<file path="config.mk">
export PLATFORM = sky130hd
export DESIGN_NAME = detector_jogada
export DESIGN_NICKNAME = d
export VERILOG_FILES = /design/src/rtl/jogo_pkg.sv /design/src/rtl/sincronizador.sv /design/src/rtl/detector_jogada.sv
export SDC_FILE = /design/constraint.sdc
export NUM_CORES = 1
export LEC_CHECK = 0
export ABC_AREA = 0
export ABC_CLOCK_PERIOD_IN_PS = 1600
export CORE_MARGIN = 1.5
export CORE_UTILIZATION = 40
export CTS_CLUSTER_SIZE = 30
export DETAILED_ROUTE_END_ITERATION = 12
export PLACE_DENSITY = 0.69
export RECOVER_POWER = 100
export REMOVE_ABC_BUFFERS = 1
export SETUP_SLACK_MARGIN = 0.5
export SLEW_MARGIN = 5
export SYNTH_ARGS = -nofsm -noshare
export SYNTH_HDL_FRONTEND = slang
export SYNTH_SLANG_ARGS = --single-unit
</file>
<file path="constraint.sdc">
create_clock -name clock -period 1.6 [get_ports clock]
set_clock_uncertainty 0.05 [all_clocks]
set_input_delay 0.16 -clock clock [delete_from_list [all_inputs] [get_ports clock]]
set_output_delay 0.16 -clock clock [all_outputs]
set_load 0.05 [all_outputs]
</file>
<file path="src/rtl/jogo_pkg.sv">
// Shared definitions for the game input path: detector FSM state codes,
// default switch count and small bit-vector helpers.
// The INVALIDA state only exists when DETECTOR_JOGADA_INVALIDA_EN is defined.
package jogo_pkg;

  localparam int unsigned N_CHAVES_PADRAO = 4;
  // Helpers operate on a fixed wide vector; callers zero-extend and truncate.
  localparam int unsigned MAX_CHAVES = 32;

  // State codes double as the db_estado debug value.
  typedef enum logic [2:0] {
    ESPERA    = 3'd0,
    FILTRANDO = 3'd1,
    EMITE     = 3'd2,
`ifdef DETECTOR_JOGADA_INVALIDA_EN
    INVALIDA  = 3'd3,
`endif
    SEGURANDO = 3'd4
  } estado_t;

  // True when exactly one bit is set.
  function automatic logic eh_one_hot(input logic [MAX_CHAVES-1:0] x);
    return (x != '0) && ((x & (x - MAX_CHAVES'(1))) == '0);
  endfunction

  // Isolates the lowest set bit (zero stays zero).
  function automatic logic [MAX_CHAVES-1:0] bit_menor(input logic [MAX_CHAVES-1:0] x);
    return x & (~x + MAX_CHAVES'(1));
  endfunction

endpackage

</file>
<file path="src/rtl/sincronizador.sv">
// Two-flop synchronizer for a bus of independent asynchronous inputs.
// Ports: clock, reset (sync, active-high), d (async in), q (synchronized out).
module sincronizador #(
  parameter int unsigned W = 4
) (
  input  logic         clock,
  input  logic         reset,
  input  logic [W-1:0] d,
  output logic [W-1:0] q
);

  logic [W-1:0] meta;

  always_ff @(posedge clock) begin
    if (reset) begin
      meta <= '0;
      q    <= '0;
    end else begin
      meta <= d;
      q    <= meta;
    end
  end

endmodule

</file>
<file path="src/rtl/detector_jogada.sv">
// Switch conditioner: synchronizes and debounces raw switches, reports one
// registered one-hot jogada plus a single-cycle tem_jogada per physical press.
// Multi-hot presses are rejected (jogada_invalida) when
// DETECTOR_JOGADA_INVALIDA_EN is defined; otherwise they are reduced to their
// lowest set bit. A held key never repeats and a key held through reset is
// ignored until released.
// Ports: clock, reset (sync, active-high), habilita (reporting enable),
//        chaves (raw switches), jogada (last accepted code), tem_jogada
//        (press strobe), jogada_invalida (multi-hot strobe), db_estado (state).
module detector_jogada
  import jogo_pkg::*;
#(
  parameter int unsigned N_CHAVES        = N_CHAVES_PADRAO,
  parameter int unsigned DEBOUNCE_CYCLES = 4
) (
  input  logic                clock,
  input  logic                reset,
  input  logic                habilita,
  input  logic [N_CHAVES-1:0] chaves,
  output logic [N_CHAVES-1:0] jogada,
  output logic                tem_jogada,
  output logic                jogada_invalida,
  output logic [2:0]          db_estado
);

  localparam int unsigned CNT_W = $clog2(DEBOUNCE_CYCLES + 1);
  localparam logic [CNT_W-1:0] CNT_MAX = CNT_W'(DEBOUNCE_CYCLES);

  logic [N_CHAVES-1:0] s;
  logic [N_CHAVES-1:0] v, v_prox;
  logic [N_CHAVES-1:0] jogada_prox;
  logic [CNT_W-1:0]    cnt, cnt_prox;
  estado_t             estado, estado_prox;
  logic                tem_prox;

  sincronizador #(.W(N_CHAVES)) u_sinc (
    .clock (clock),
    .reset (reset),
    .d     (chaves),
    .q     (s)
  );

  // State, candidate, counter and output registers.
  always_ff @(posedge clock) begin
    if (reset) begin
      estado     <= SEGURANDO;
      v          <= '0;
      cnt        <= '0;
      jogada     <= '0;
      tem_jogada <= 1'b0;
    end else begin
      estado     <= estado_prox;
      v          <= v_prox;
      cnt        <= cnt_prox;
      jogada     <= jogada_prox;
      tem_jogada <= tem_prox;
    end
  end

  // Next-state, candidate and counter update.
  always_comb begin
    estado_prox = estado;
    v_prox      = v;
    cnt_prox    = cnt;
    jogada_prox = jogada;
    unique case (estado)
      ESPERA: begin
        if (s != '0) begin
          v_prox      = s;
          cnt_prox    = CNT_W'(1);
          estado_prox = FILTRANDO;
        end
      end
      FILTRANDO: begin
        if (s == '0) begin
          estado_prox = ESPERA;
        end else if (s != v) begin
          // A different code restarts the stability window.
          v_prox   = s;
          cnt_prox = CNT_W'(1);
        end else if (cnt == CNT_MAX) begin
          cnt_prox = '0;
          if (!habilita) begin
            estado_prox = SEGURANDO;
`ifdef DETECTOR_JOGADA_INVALIDA_EN
          end else if (eh_one_hot(MAX_CHAVES'(v))) begin
            estado_prox = EMITE;
            jogada_prox = v;
          end else begin
            estado_prox = INVALIDA;
          end
`else
          end else begin
            estado_prox = EMITE;
            jogada_prox = N_CHAVES'(bit_menor(MAX_CHAVES'(v)));
          end
`endif
        end else begin
          cnt_prox = cnt + CNT_W'(1);
        end
      end
      EMITE: begin
        estado_prox = SEGURANDO;
        cnt_prox    = '0;
      end
`ifdef DETECTOR_JOGADA_INVALIDA_EN
      INVALIDA: begin
        estado_prox = SEGURANDO;
        cnt_prox    = '0;
      end
`endif
      SEGURANDO: begin
        // Leave only after DEBOUNCE_CYCLES consecutive all-released samples.
        if (s != '0) begin
          cnt_prox = '0;
        end else if (cnt + CNT_W'(1) == CNT_MAX) begin
          cnt_prox    = '0;
          estado_prox = ESPERA;
        end else begin
          cnt_prox = cnt + CNT_W'(1);
        end
      end
      default: begin
        estado_prox = SEGURANDO;
        cnt_prox    = '0;
      end
    endcase
    tem_prox = (estado_prox == EMITE);
  end

`ifdef DETECTOR_JOGADA_INVALIDA_EN
  logic inv_prox;
  assign inv_prox = (estado_prox == INVALIDA);

  always_ff @(posedge clock) begin
    if (reset) begin
      jogada_invalida <= 1'b0;
    end else begin
      jogada_invalida <= inv_prox;
    end
  end
`else
  assign jogada_invalida = 1'b0;
`endif

  assign db_estado = estado;

endmodule

</file>
* Yosys cells after proc, flatten, opt, wreduce, memory -nomap -nowiden
Index checks and enable logic that the tools add are counted.
** Word-level totals
- Bits in registers :: 23
- Output and inout bits :: 9
** Operators by class
- Equal/unequal tests :: 9
- Multiplexer cells :: 19
- Bitwise operators :: 4
- Add/subtract/negate cells :: 2
- Reduce and logical (&&, ||, !) cells :: 7
** Operators with widths (count)
- $mux W3 :: 13
- $pmux W3 S3 :: 2
- $mux W4 :: 3
- $eq A3 B3 Y1 const B :: 3
- $pmux W4 S2 :: 1
- $ne A2 B2 Y1 const B :: 3
- $reduce_and A5 Y1 :: 1
- $add A4 B1 Y4 const B :: 1
- $and A4 B4 Y4 :: 1
- $logic_not A4 Y1 :: 1
- $ne A4 B4 Y1 :: 1
- $not A4 Y4 :: 1
- $reduce_and A4 Y1 :: 1
- $reduce_bool A4 Y1 :: 1
- $add A3 B1 Y3 const B :: 1
- $eq A3 B1 Y1 const B :: 1
- $eq A3 B2 Y1 const B :: 1
- $logic_not A3 Y1 :: 1
- $not A1 Y1 :: 2
- $reduce_and A2 Y1 :: 1
- $reduce_bool A2 Y1 :: 1

* Logic depth before layout (Yosys ltp)
Gate-level depths: netlist (run 1).
- Depth in word-level cells :: 6
- Depth in mapped cells :: 7
- Depth with buffers taken out :: 7

* Cells and area by module
From an unflattened synthesis (run 1), not the netlist that was laid out.
** Second synthesis, totals
- Cell total of the unflattened synthesis :: 129
- Area total of the unflattened synthesis :: 1138.6 sq um
** Modules (own cells, without submodules)
- detector_jogada :: instances 1, cells an instance 113, area an instance 928.4 sq um
- sincronizador :: instances 1, cells an instance 16, area an instance 210.2 sq um

* Worst setup path before layout (run 1)
OpenSTA, ideal clock, no wires.
- Kind :: register to register
- Start :: reg estado[0], in the netlist db_estado[0]
- End :: reg estado[2], in the netlist db_estado[2]
- Stages on the path, launching flop included :: 5
- Required time :: 1.444 ns
- Arrival time :: 1.596 ns
- Setup slack :: -0.152 ns
- Cell sequence :: dfxtp_1 clkbuf_1 nand2_1 or3_1 o311ai_0
** Between the ends
- Word-level cells in the longest chain between the ends :: 2
- Elaborated cells on any way between the ends :: 4
- Those cells by class :: eq/ne: 2; mux: 1; reduce/logical: 1
** RTL lines
- start: declaration :: RTL line detector_jogada.sv:33 : estado_t estado, estado_prox;
- start signal: assignment :: RTL line detector_jogada.sv:52 : estado <= estado_prox;
- $eq A3 B3 Y1 (tied with other cells) :: RTL line detector_jogada.sv:66 : unique case (estado)
- $pmux W3 S3 (*) :: RTL line detector_jogada.sv:66
Mark *: on every way between the ends. The rest lies on a longest branch, timed or not.
A chain may end at the register's enable or synchronous reset.

* Worst setup path after layout (run 1)
- Start :: reg u_sinc.q[0]
- End :: reg cnt[0]
** Between the ends
- Word-level cells in the longest chain between the ends :: 4
- Elaborated cells on any way between the ends :: 10
- Those cells by class :: eq/ne: 3; mux: 4; reduce/logical: 3
** RTL lines
- start: declaration :: RTL line sincronizador.sv:9 : output logic [W-1:0] q
- start signal: assignment :: RTL line sincronizador.sv:20 : q <= meta;
- $ne A4 B4 Y1 :: RTL line detector_jogada.sv:77 : end else if (s != v) begin
- $mux W3 :: RTL line detector_jogada.sv:77
- $mux W3 :: RTL line detector_jogada.sv:75 : if (s == '0) begin
- $pmux W3 S3 :: RTL line detector_jogada.sv:66
- end signal: assignment :: RTL line detector_jogada.sv:54 : cnt <= cnt_prox;
- end: declaration :: RTL line detector_jogada.sv:32 : logic [CNT_W-1:0] cnt, cnt_prox;
Several ways; a longest one is shown, not always the timed one. The select of a mux whose other input is x is not followed.

==> impl_metrics.tcl, run 1 <==
set metrics [dict create \
    vias 987 \
    clock_latency_ns 0.31 \
    dp_hpwl_um 1480 \
    slew_headroom_pct 60.8 \
    r2r_slack_ns -0.08 \
    htreeDepth 1 \
    layout_commonest_cell "dfxtp_1" \
    setup_viol 1 \
    endpoint_kind "flip-flop" \
    slew_viol_final 0 \
    r2r_start "u_sinc.q[0]" \
    cts.path.max_buffers 2 \
    rows 18 \
    first_pass_iters 4 \
    ioPinCount 16 \
    timing.fmax_mhz 596 \
    routed_wl_um 2500 \
    critPathArrivalTime_ns 1.89 \
    cts_tree "built" \
    track_usage_pct 17.3 \
    diodes 0 \
    maxCapViolCount 0 \
    cts-hold-fix-buffers 0 \
    vdd_drop_max_v 0.000600 \
    cts_buffers 3 \
    drc_errors 0 \
    initial_core_util_pct 42.6 \
    fin_total_pwr_mw 1.01 \
    fin_util_pct 57.8 \
    hold_class "input pin to flip-flop" \
    r2r_end "cnt[0]" \
    path_class "flip-flop to flip-flop" \
    die_h_um 54.6 \
    hp-start "chaves[3]" \
    routabilityCongestion 0.942 \
    nNetsFinal 156 \
    grt_pass1_vias 863 \
    grt_pass1_wl_um 3680 \
    worstSetupStartpointType "flip-flop" \
    fin_crit_ns 1.68 \
    finalHoldViolCount 0 \
    yosysSeqAreaShare_pct 43.2 \
    syn-cell-area_mm2 0.00107 \
    synthToLayoutAreaGrowth_pct 35.6 \
    rsz0062_at_grt "true" \
    layout-drive-gt1-share_pct 31.9 \
    wl_per_cell_um 14.4 \
    core-area_mm2 0.00250 \
    synthFlopType "dfxtp_1" \
    ys_seq_elements 23 \
    cts_sinks 23 \
    power.leakage_nw 0.526 \
    viasPerCell 5.67 \
    overflow 0 \
    whs_ns 0.337 \
    grt_max_degree 19 \
    synth_cells 118 \
    tightestPinTransition_ns 0.591 \
    violations "negative setup slack" \
    cp.required_ns 1.81 \
    drt-initial-drc-count 32 \
    ctsRootBufferMaster "clkbuf_4" \
    avgSynthCellArea_um2 9.03 \
    synth_edf_count 0 \
    min_path_cells 2 \
    ant_nets 0 \
    die_area_mm2 0.00298 \
    fin_ws_ns -0.0780 \
    ys_types 39 \
    antenna_found_initial 0 \
    powerDensity_mw_per_mm2 700 \
    yosysWarnings 0 \
    outcome "finished with violations" \
    layout_common_cells "15 x dfxtp_1, 12 x buf_4, 9 x nor2b_1" \
    r2r_cells 4 \
    io_buffers 14 \
    ys_async_sr_fraction_pct 0 \
    path_clk_slew_ns 0.13 \
    post-route-period-util_pct 105 \
    cp_max_fo 7 \
    fp.dieW_um 54.6 \
    hold_end "u_sinc.meta[3]" \
]
-- worst max-delay path, stage by stage (launching register included) --
cell      delay (ns)
dfxtp_2         0.34
or4_4           0.58
nor4b_1         0.39
o211ai_1        0.16
o21ai_1         0.10
-- registers in the layout, indices dropped and copies added, names as in the netlist --
register / cells
u_sinc.meta: 4
tem_jogada: 1
v: 4
db_estado: 3
jogada: 4
u_sinc.q: 4
cnt: 3
-- cells in the mapped netlist, types with 2 or more instances --
master    number  area share, %
nor3_1         2           0.94
o311ai_0       2            1.6
ha_1           4            4.7
nor2_1         3            1.1
nand3_1        2           0.94
inv_1          5            1.8
nor3b_1        2            1.4
nand2_1        9            3.2
buf_2          2           0.94
nand4_1        5            2.9
and3_1         2            1.2
nand3b_1       2            1.4
o211ai_1       2            1.4
nor2b_1        9            5.3
a21oi_1        8            3.8
nand2b_1       3            1.8
xnor2_1        4            3.3
dfxtp_1       23             43
clkbuf_1       3            1.1
o21ai_0        7            3.3
-- cell families (layout without fill, tap and decap cells) --
kind of cell | count (synthesis) | after routing | synth area share, %
xor gates and xnor gates | 4 | 4 | 3.29
DFF | 23 | 23 | 43.2
buffers and inverters | 13 | 39 | 5.87
adders and majority gates | 4 | 4 | 4.70
AOI/OAI and AO/OA | 26 | 26 | 15.5
muxes | 1 | 1 | 0.939
and+or+nand+nor | 46 | 46 | 26.2
other | 1 | 1 | 0.352
-- timing repair --
item | in CTS | in global routing
endpoints found under the setup margin | 18 | 22
gates resized for setup | 18 | 23
cloned | 1 | 0
buffers inserted | 5 | 2
pin swaps | 7 | 10
-- cell type report --
class | instances | area [um2]
Sequential cell | 23 | 475
Inverter | 5 | 18.8
Fill cell | 212 | 1050
Clock buffer | 3 | 22.5
Timing Repair Buffer | 30 | 270
Multi-Input combinational cell | 82 | 616
Clock inverter | 1 | 5.00
Tap cell | 30 | 37.5
-- layer usage --
metal / part of all wire (%) / GRT usage, % / up-vias
met5: 0 / 0 / -
li1: - / - / 473
met4: 2.2 / 4.58 / 0
met2: 49 / 28.0 / 52
met1: 41 / 21.6 / 452
met3: 7.7 / 6.28 / 10
-- worst max-delay path by stage --
| stage | from | end | slack (ns) |
|---|---|---|---|
| final | u_sinc.q[0] | cnt[0] | -0.08 |
| after global routing | u_sinc.q[0] | cnt[0] | -0.18 |
| after CTS | u_sinc.q[3] | cnt[1] | 0.01 |
| after detailed placement | u_sinc.q[0] | db_estado[2] | -0.01 |
| after global placement | u_sinc.q[0] | db_estado[2] | 0.03 |
| after floorplan | db_estado[0] | db_estado[2] | -0.07 |
-- power by group --
group	total [mW]	leakage [nW]	internal [mW]	switching [mW]
Combinational	0.149	0.317	0.0709	0.0776
Sequential	0.595	0.191	0.585	0.0104
Clock	0.268	0.0177	0.0935	0.174
Total	1.01	0.526	0.749	0.262
-- stage by stage --
stage / TNS (ns) / instances / worst slack (ns) / area [um2]
floorplan: -0.419 / 110 / -0.0719 / 1020
detailed placement: -0.0133 / 162 / -0.0133 / 1260
global route: -0.428 / 174 / -0.183 / 1450
finish: -0.0780 / 174 / -0.0780 / 1450
global placement: 0 / 162 / 0.0320 / 1260
CTS: 0 / 172 / 0.0143 / 1360
(Power assumes the default switching activity.)
==> inputs of run 2 (changes only) <==
- CTS_BUF_LIST: default -> sky130_fd_sc_hd__clkbuf_8
==> run 2 against run 1 <==
  * The run now ends clean
  * Die area did not move
  * Sequential power rose by 0.7%
  * Global-route usage rose by 1.3 points
  * Worst hold slack improved by 0.053 ns
  * Cell count fell by 0.57%
  * Fmax rose by 6.1%
  * Core utilization rose by 0.65 points
  * Setup slack improved by 0.096 ns
  * Sequential share of layout area fell by 0.79 points
==> impl_metrics.tcl, run 2 (same netlist as run 1, synthesis figures left out) <==
set metrics [dict create \
    outcome "completed" \
    final_cells 173 \
    vdd_drop_max_v 0.000718 \
    track_usage_pct 18.6 \
    critPathArrivalTime_ns 1.68 \
    layout_common_cells "16 x dfxtp_1, 10 x buf_4, 9 x nor2b_1" \
    rsz0062_at_grt "true" \
    routabilityCongestion 0.942 \
    r2r_slack_ns 0.02 \
    ioPinCount 16 \
    layout-drive-gt1-share_pct 33.6 \
    endpoint_kind "flip-flop" \
    cts.path.max_buffers 2 \
    path_clk_slew_ns 0.08 \
    nNetsFinal 155 \
    power_frac_seq_pct 53.9 \
    setup_viol 0 \
    top_usage_layer "met2" \
    io_buffers 14 \
    fin_ws_ns 0.0181 \
    core-area_mm2 0.00250 \
    powerDensity_mw_per_mm2 760 \
    layout_commonest_cell "dfxtp_1" \
    grt_pass1_wl_um 3980 \
    whs_ns 0.390 \
    drc_errors 0 \
    cp.required_ns 1.70 \
    overflow 0 \
    clock_latency_ns 0.26 \
    n_fill_cell 202 \
    timing.fmax_mhz 632 \
    cts-hold-fix-buffers 0 \
    r2r_start "u_sinc.q[0]" \
    tightestPinTransition_ns 0.592 \
    p_switching_mw 0.276 \
    pwr-share-comb_pct 13.9 \
    dp_slack_ns -0.0133 \
    use_met2_pct 29.0 \
    fp.dieW_um 54.6 \
    synthToLayoutAreaGrowth_pct 37.1 \
    slew_headroom_pct 60.7 \
    path_cells "or4_4, and4b_2, o211ai_1, o21ai_1" \
    die_area_mm2 0.00298 \
    use_met3_pct 5.46 \
    routed_wl_um 2610 \
    cts_sinks 23 \
    ant_nets 0 \
    postPlaceCellArea_mm2 0.00126 \
    cp_max_fo 5 \
    max_stage_delay_ns 0.58 \
    hp-start "u_sinc.meta[3]" \
    fin_crit_ns 1.58 \
    antenna_found_initial 0 \
    ctsRootBufferMaster "clkbuf_8" \
    power.internal_mw 0.835 \
    grt_max_degree 19 \
    fin_total_pwr_mw 1.11 \
    maxCapViolCount 0 \
    cts_tree "built" \
    first_pass_iters 4 \
    stdcell_area_mm2 0.00146 \
    wl_per_cell_um 15.1 \
    hold_class "flip-flop to flip-flop" \
    vias 974 \
    drt-initial-drc-count 45 \
    post-route-period-util_pct 98.9 \
    die_h_um 54.6 \
    place_inst 162 \
    cts_buffers 3 \
    worstSetupStartpointType "flip-flop" \
    crit_path_start "u_sinc.q[0]" \
    initial_core_util_pct 42.6 \
    p_clk_share_pct 32.1 \
    viasPerCell 5.63 \
    dp_hpwl_um 1480 \
    htreeDepth 1 \
    switching_share_pct 24.8 \
    finalHoldViolCount 0 \
    path_class "flip-flop to flip-flop" \
    rows 18 \
    slowest_stage "or4_4" \
    diodes 0 \
    grt_pass1_vias 879 \
    grtUsageMet1_pct 24.3 \
    power.leakage_nw 0.523 \
    slew_viol_final 0 \
]
## run 2: changes by cell type in the layout (fill, tap and decap cells not counted), moves of 2 or more
cell,change
nand2_1,-3
clkbuf_8,+3
buf_4,-2
dfxtp_4,-2
clkbuf_4,-3
a21oi_2,+3
a21oi_1,-3
## run 2: per-stage QoR
stage,setup TNS (ns),util (%)
floorplan,-0.419,-
global placement,0,50.6
detailed placement,-0.0133,50.6
CTS,0,56.2
global route,-0.0149,58.5
finish,0,58.5
## run 2: cell type report
cell class | count | area, um2 | share of cell area (%)
Clock inverter | 1 | 5.00 | 0.342
Sequential cell | 23 | 469 | 32.1
Timing Repair Buffer | 28 | 244 | 16.7
Multi-Input combinational cell | 83 | 646 | 44.2
Inverter | 5 | 18.8 | 1.28
Tap cell | 30 | 37.5 | 2.57
Clock buffer | 3 | 41.3 | 2.83
## run 2: worst paths after layout
path	end	cells past startpoint
worst max register to register	cnt[0]	4
worst min register to register	u_sinc.q[3]	1
worst min-delay path	u_sinc.q[3]	1
worst max-delay path	cnt[0]	4
## run 2: layer usage
layer / vias up / wire [um]
li1: 471 / -
met1: 458 / 1110
met2: 41 / 1320
met3: 4 / 165
met4: 0 / 23
met5: - / 0
## run 2: power groups by stage
stage | sequential [mW] | clock [mW] | combinational (mW)
after floorplan | 0.610 | 0 | 0.0644
after global placement | 0.610 | 0 | 0.114
after detailed placement | 0.610 | 0 | 0.116
after CTS | 0.598 | 0.364 | 0.139
after global routing | 0.602 | 0.389 | 0.166
final | 0.599 | 0.357 | 0.155
## run 2: timing repair
action / CTS / global route
cloned: 1 / 0
buffers inserted: 5 / 1
resized for setup: 21 / 19
pin swaps: 8 / 8
setup endpoints to repair: 18 / 17
hold endpoints to repair: 0 / 0
## run 2: worst max-delay path: cells and delay by family, from the launching register on
| family | cells | cell delay (ns) |
|---|---|---|
| flops | 1 | 0.33 |
| simple gates | 2 | 0.83 |
| compound gates | 2 | 0.26 |
==> inputs of run 3 (changes only) <==
- ABC_CLOCK_PERIOD_IN_PS: 1600 -> 2000
- PLACE_DENSITY: 0.69 -> default
- SLEW_MARGIN: 5 -> 20
- clock period: 1.6 -> 2 ns (I/O delays scaled with it)
==> run 3 against run 2 <==
  * Sequential power shrank 20%
  * Largest cell class unchanged
  * Largest power group unchanged
  * Worst hold slack better by 0.0015 ns
  * Non-clock buffer count decreased by 6
  * Sequential cell count is the same
==> impl_metrics.tcl, run 3 (same netlist as run 1, synthesis figures left out) <==
set metrics [dict create \
    r2r_cells 4 \
    drc_errors 0 \
    path_cells "or4_1, and4b_2, o211ai_1, o21ai_0" \
    slew_headroom_pct 60.3 \
    vdd_drop_max_v 0.000499 \
    path_clk_slew_ns 0.08 \
    path_class "flip-flop to flip-flop" \
    hold_class "flip-flop to flip-flop" \
    grt_pass1_wl_um 3630 \
    viasPerCell 5.40 \
    clock_latency_ns 0.27 \
    routed_wl_um 2200 \
    overflow 0 \
    cts-hold-fix-buffers 0 \
    slowest_stage "or4_1" \
    ctsRootBufferMaster "clkbuf_8" \
    vias 901 \
    r2r_end "cnt[0]" \
    drt-initial-drc-count 15 \
    min_path_cells 1 \
    rows 18 \
    fp.dieW_um 54.6 \
    hp-start "u_sinc.meta[2]" \
    cp_max_fo 5 \
    ant_nets 0 \
    layout_commonest_cell "dfxtp_1" \
    die_area_mm2 0.00298 \
    r2r_slack_ns 0.27 \
    initial_core_util_pct 42.6 \
    max_stage_delay_ns 0.68 \
    cts_sinks 23 \
    post-route-period-util_pct 86.7 \
    grt_pass1_vias 797 \
    hold_end "u_sinc.q[2]" \
    cts_buffers 3 \
    r2r_start "u_sinc.q[2]" \
    io_buffers 14 \
    core-area_mm2 0.00250 \
    fin_crit_ns 1.73 \
    wl_per_cell_um 13.1 \
    timing.fmax_mhz 577 \
    worstSetupStartpointType "flip-flop" \
    layout_common_cells "18 x dfxtp_1, 9 x nor2b_1, 9 x nand2_1" \
    finalHoldViolCount 0 \
    antenna_found_initial 0 \
    slew_viol_final 0 \
    die_h_um 54.6 \
    dp_hpwl_um 1490 \
    first_pass_iters 4 \
    power.leakage_nw 0.483 \
    cts.path.max_buffers 2 \
    endpoint_kind "flip-flop" \
    htreeDepth 1 \
    cts_tree "built" \
    rsz0062_at_grt "true" \
    track_usage_pct 17.2 \
    finalSetupTns_ns 0 \
    final_cells 167 \
    tightestPinTransition_ns 0.598 \
    layout-drive-gt1-share_pct 16.8 \
    synthToLayoutAreaGrowth_pct 24.1 \
    outcome "completed" \
    critPathArrivalTime_ns 1.84 \
    maxCapViolCount 0 \
    grt_max_degree 14 \
    routabilityCongestion 0.830 \
    ioPinCount 16 \
    place_inst 159 \
    nNetsFinal 149 \
    setup_viol 0 \
    cp.required_ns 2.10 \
    fin_total_pwr_mw 0.875 \
    powerDensity_mw_per_mm2 662 \
    diodes 0 \
]
==> run 3: cell count changes in the layout (fill, tap and decap cells not counted), sizes merged <==
cell and change:
buf -11, dlygate4sd2 +5
==> run 3: through the flow <==
step                hold slack, ns  setup WS (ns)  instance area [um2]  utilization [%]
finish                       0.391          0.266                 1320             52.9
global route                 0.412          0.217                 1320             52.9
CTS                          0.396          0.385                 1330             53.0
detailed placement           0.378          0.336                 1240             49.5
global placement             0.367          0.330                 1240             49.5
floorplan                    0.219          0.328                 1020                -
==> run 3: how the worst max path moves through the flow <==
stage,slack [ns],from,end,cells after the start
finish,0.27,u_sinc.q[2],cnt[0],4
global route,0.22,u_sinc.q[2],cnt[0],4
CTS,0.38,db_estado[2],db_estado[2],1
detailed placement,0.34,reset,v[1],5
global placement,0.33,u_sinc.q[1],db_estado[2],4
floorplan,0.33,db_estado[0],db_estado[2],3
==> run 3: final cells by class <==
class                      instances  area [um2]
clock buffer                       3        41.3
clock inverter                     1        5.00
fill                             252        1180
inverter                           5        18.8
multi-input combinational         83         589
sequential                        23         467
tap                               30        37.5
timing repair buffer              22         164
==> run 3: critical path, delay by kind of cell, from the launching register on <==
kind	cells	cell delay (ns)
flip-flops	1	0.35
AO/OA/AOI/OAI	2	0.26
AND/OR/NAND/NOR	2	0.96
==> run 3: what timing repair did <==
item	CTS	global route
gates cloned	1	0
pin swaps	4	1
gates resized for setup	20	18
endpoints found under the setup margin	16	14
setup buffers	3	0
endpoints found under the hold margin	0	0
==> run 3: where the power goes <==
part           switching, mW  internal, mW  total [mW]
clock                  0.156         0.139       0.295
sequential            0.0102         0.470       0.480
combinational         0.0534        0.0463      0.0997
==> run 3: per-layer routing <==
| layer | share of wire, % | vias up | routed length (um) | track usage [%] |
|---|---|---|---|---|
| met3 | 4.3 | 2 | 94 | 3.28 |
| met5 | 0 | - | 0 | 0 |
| li1 | - | 464 | - | - |
| met4 | 0.87 | 0 | 19 | 10.0 |
| met1 | 49 | 414 | 1070 | 23.4 |
| met2 | 46 | 21 | 1010 | 25.0 |
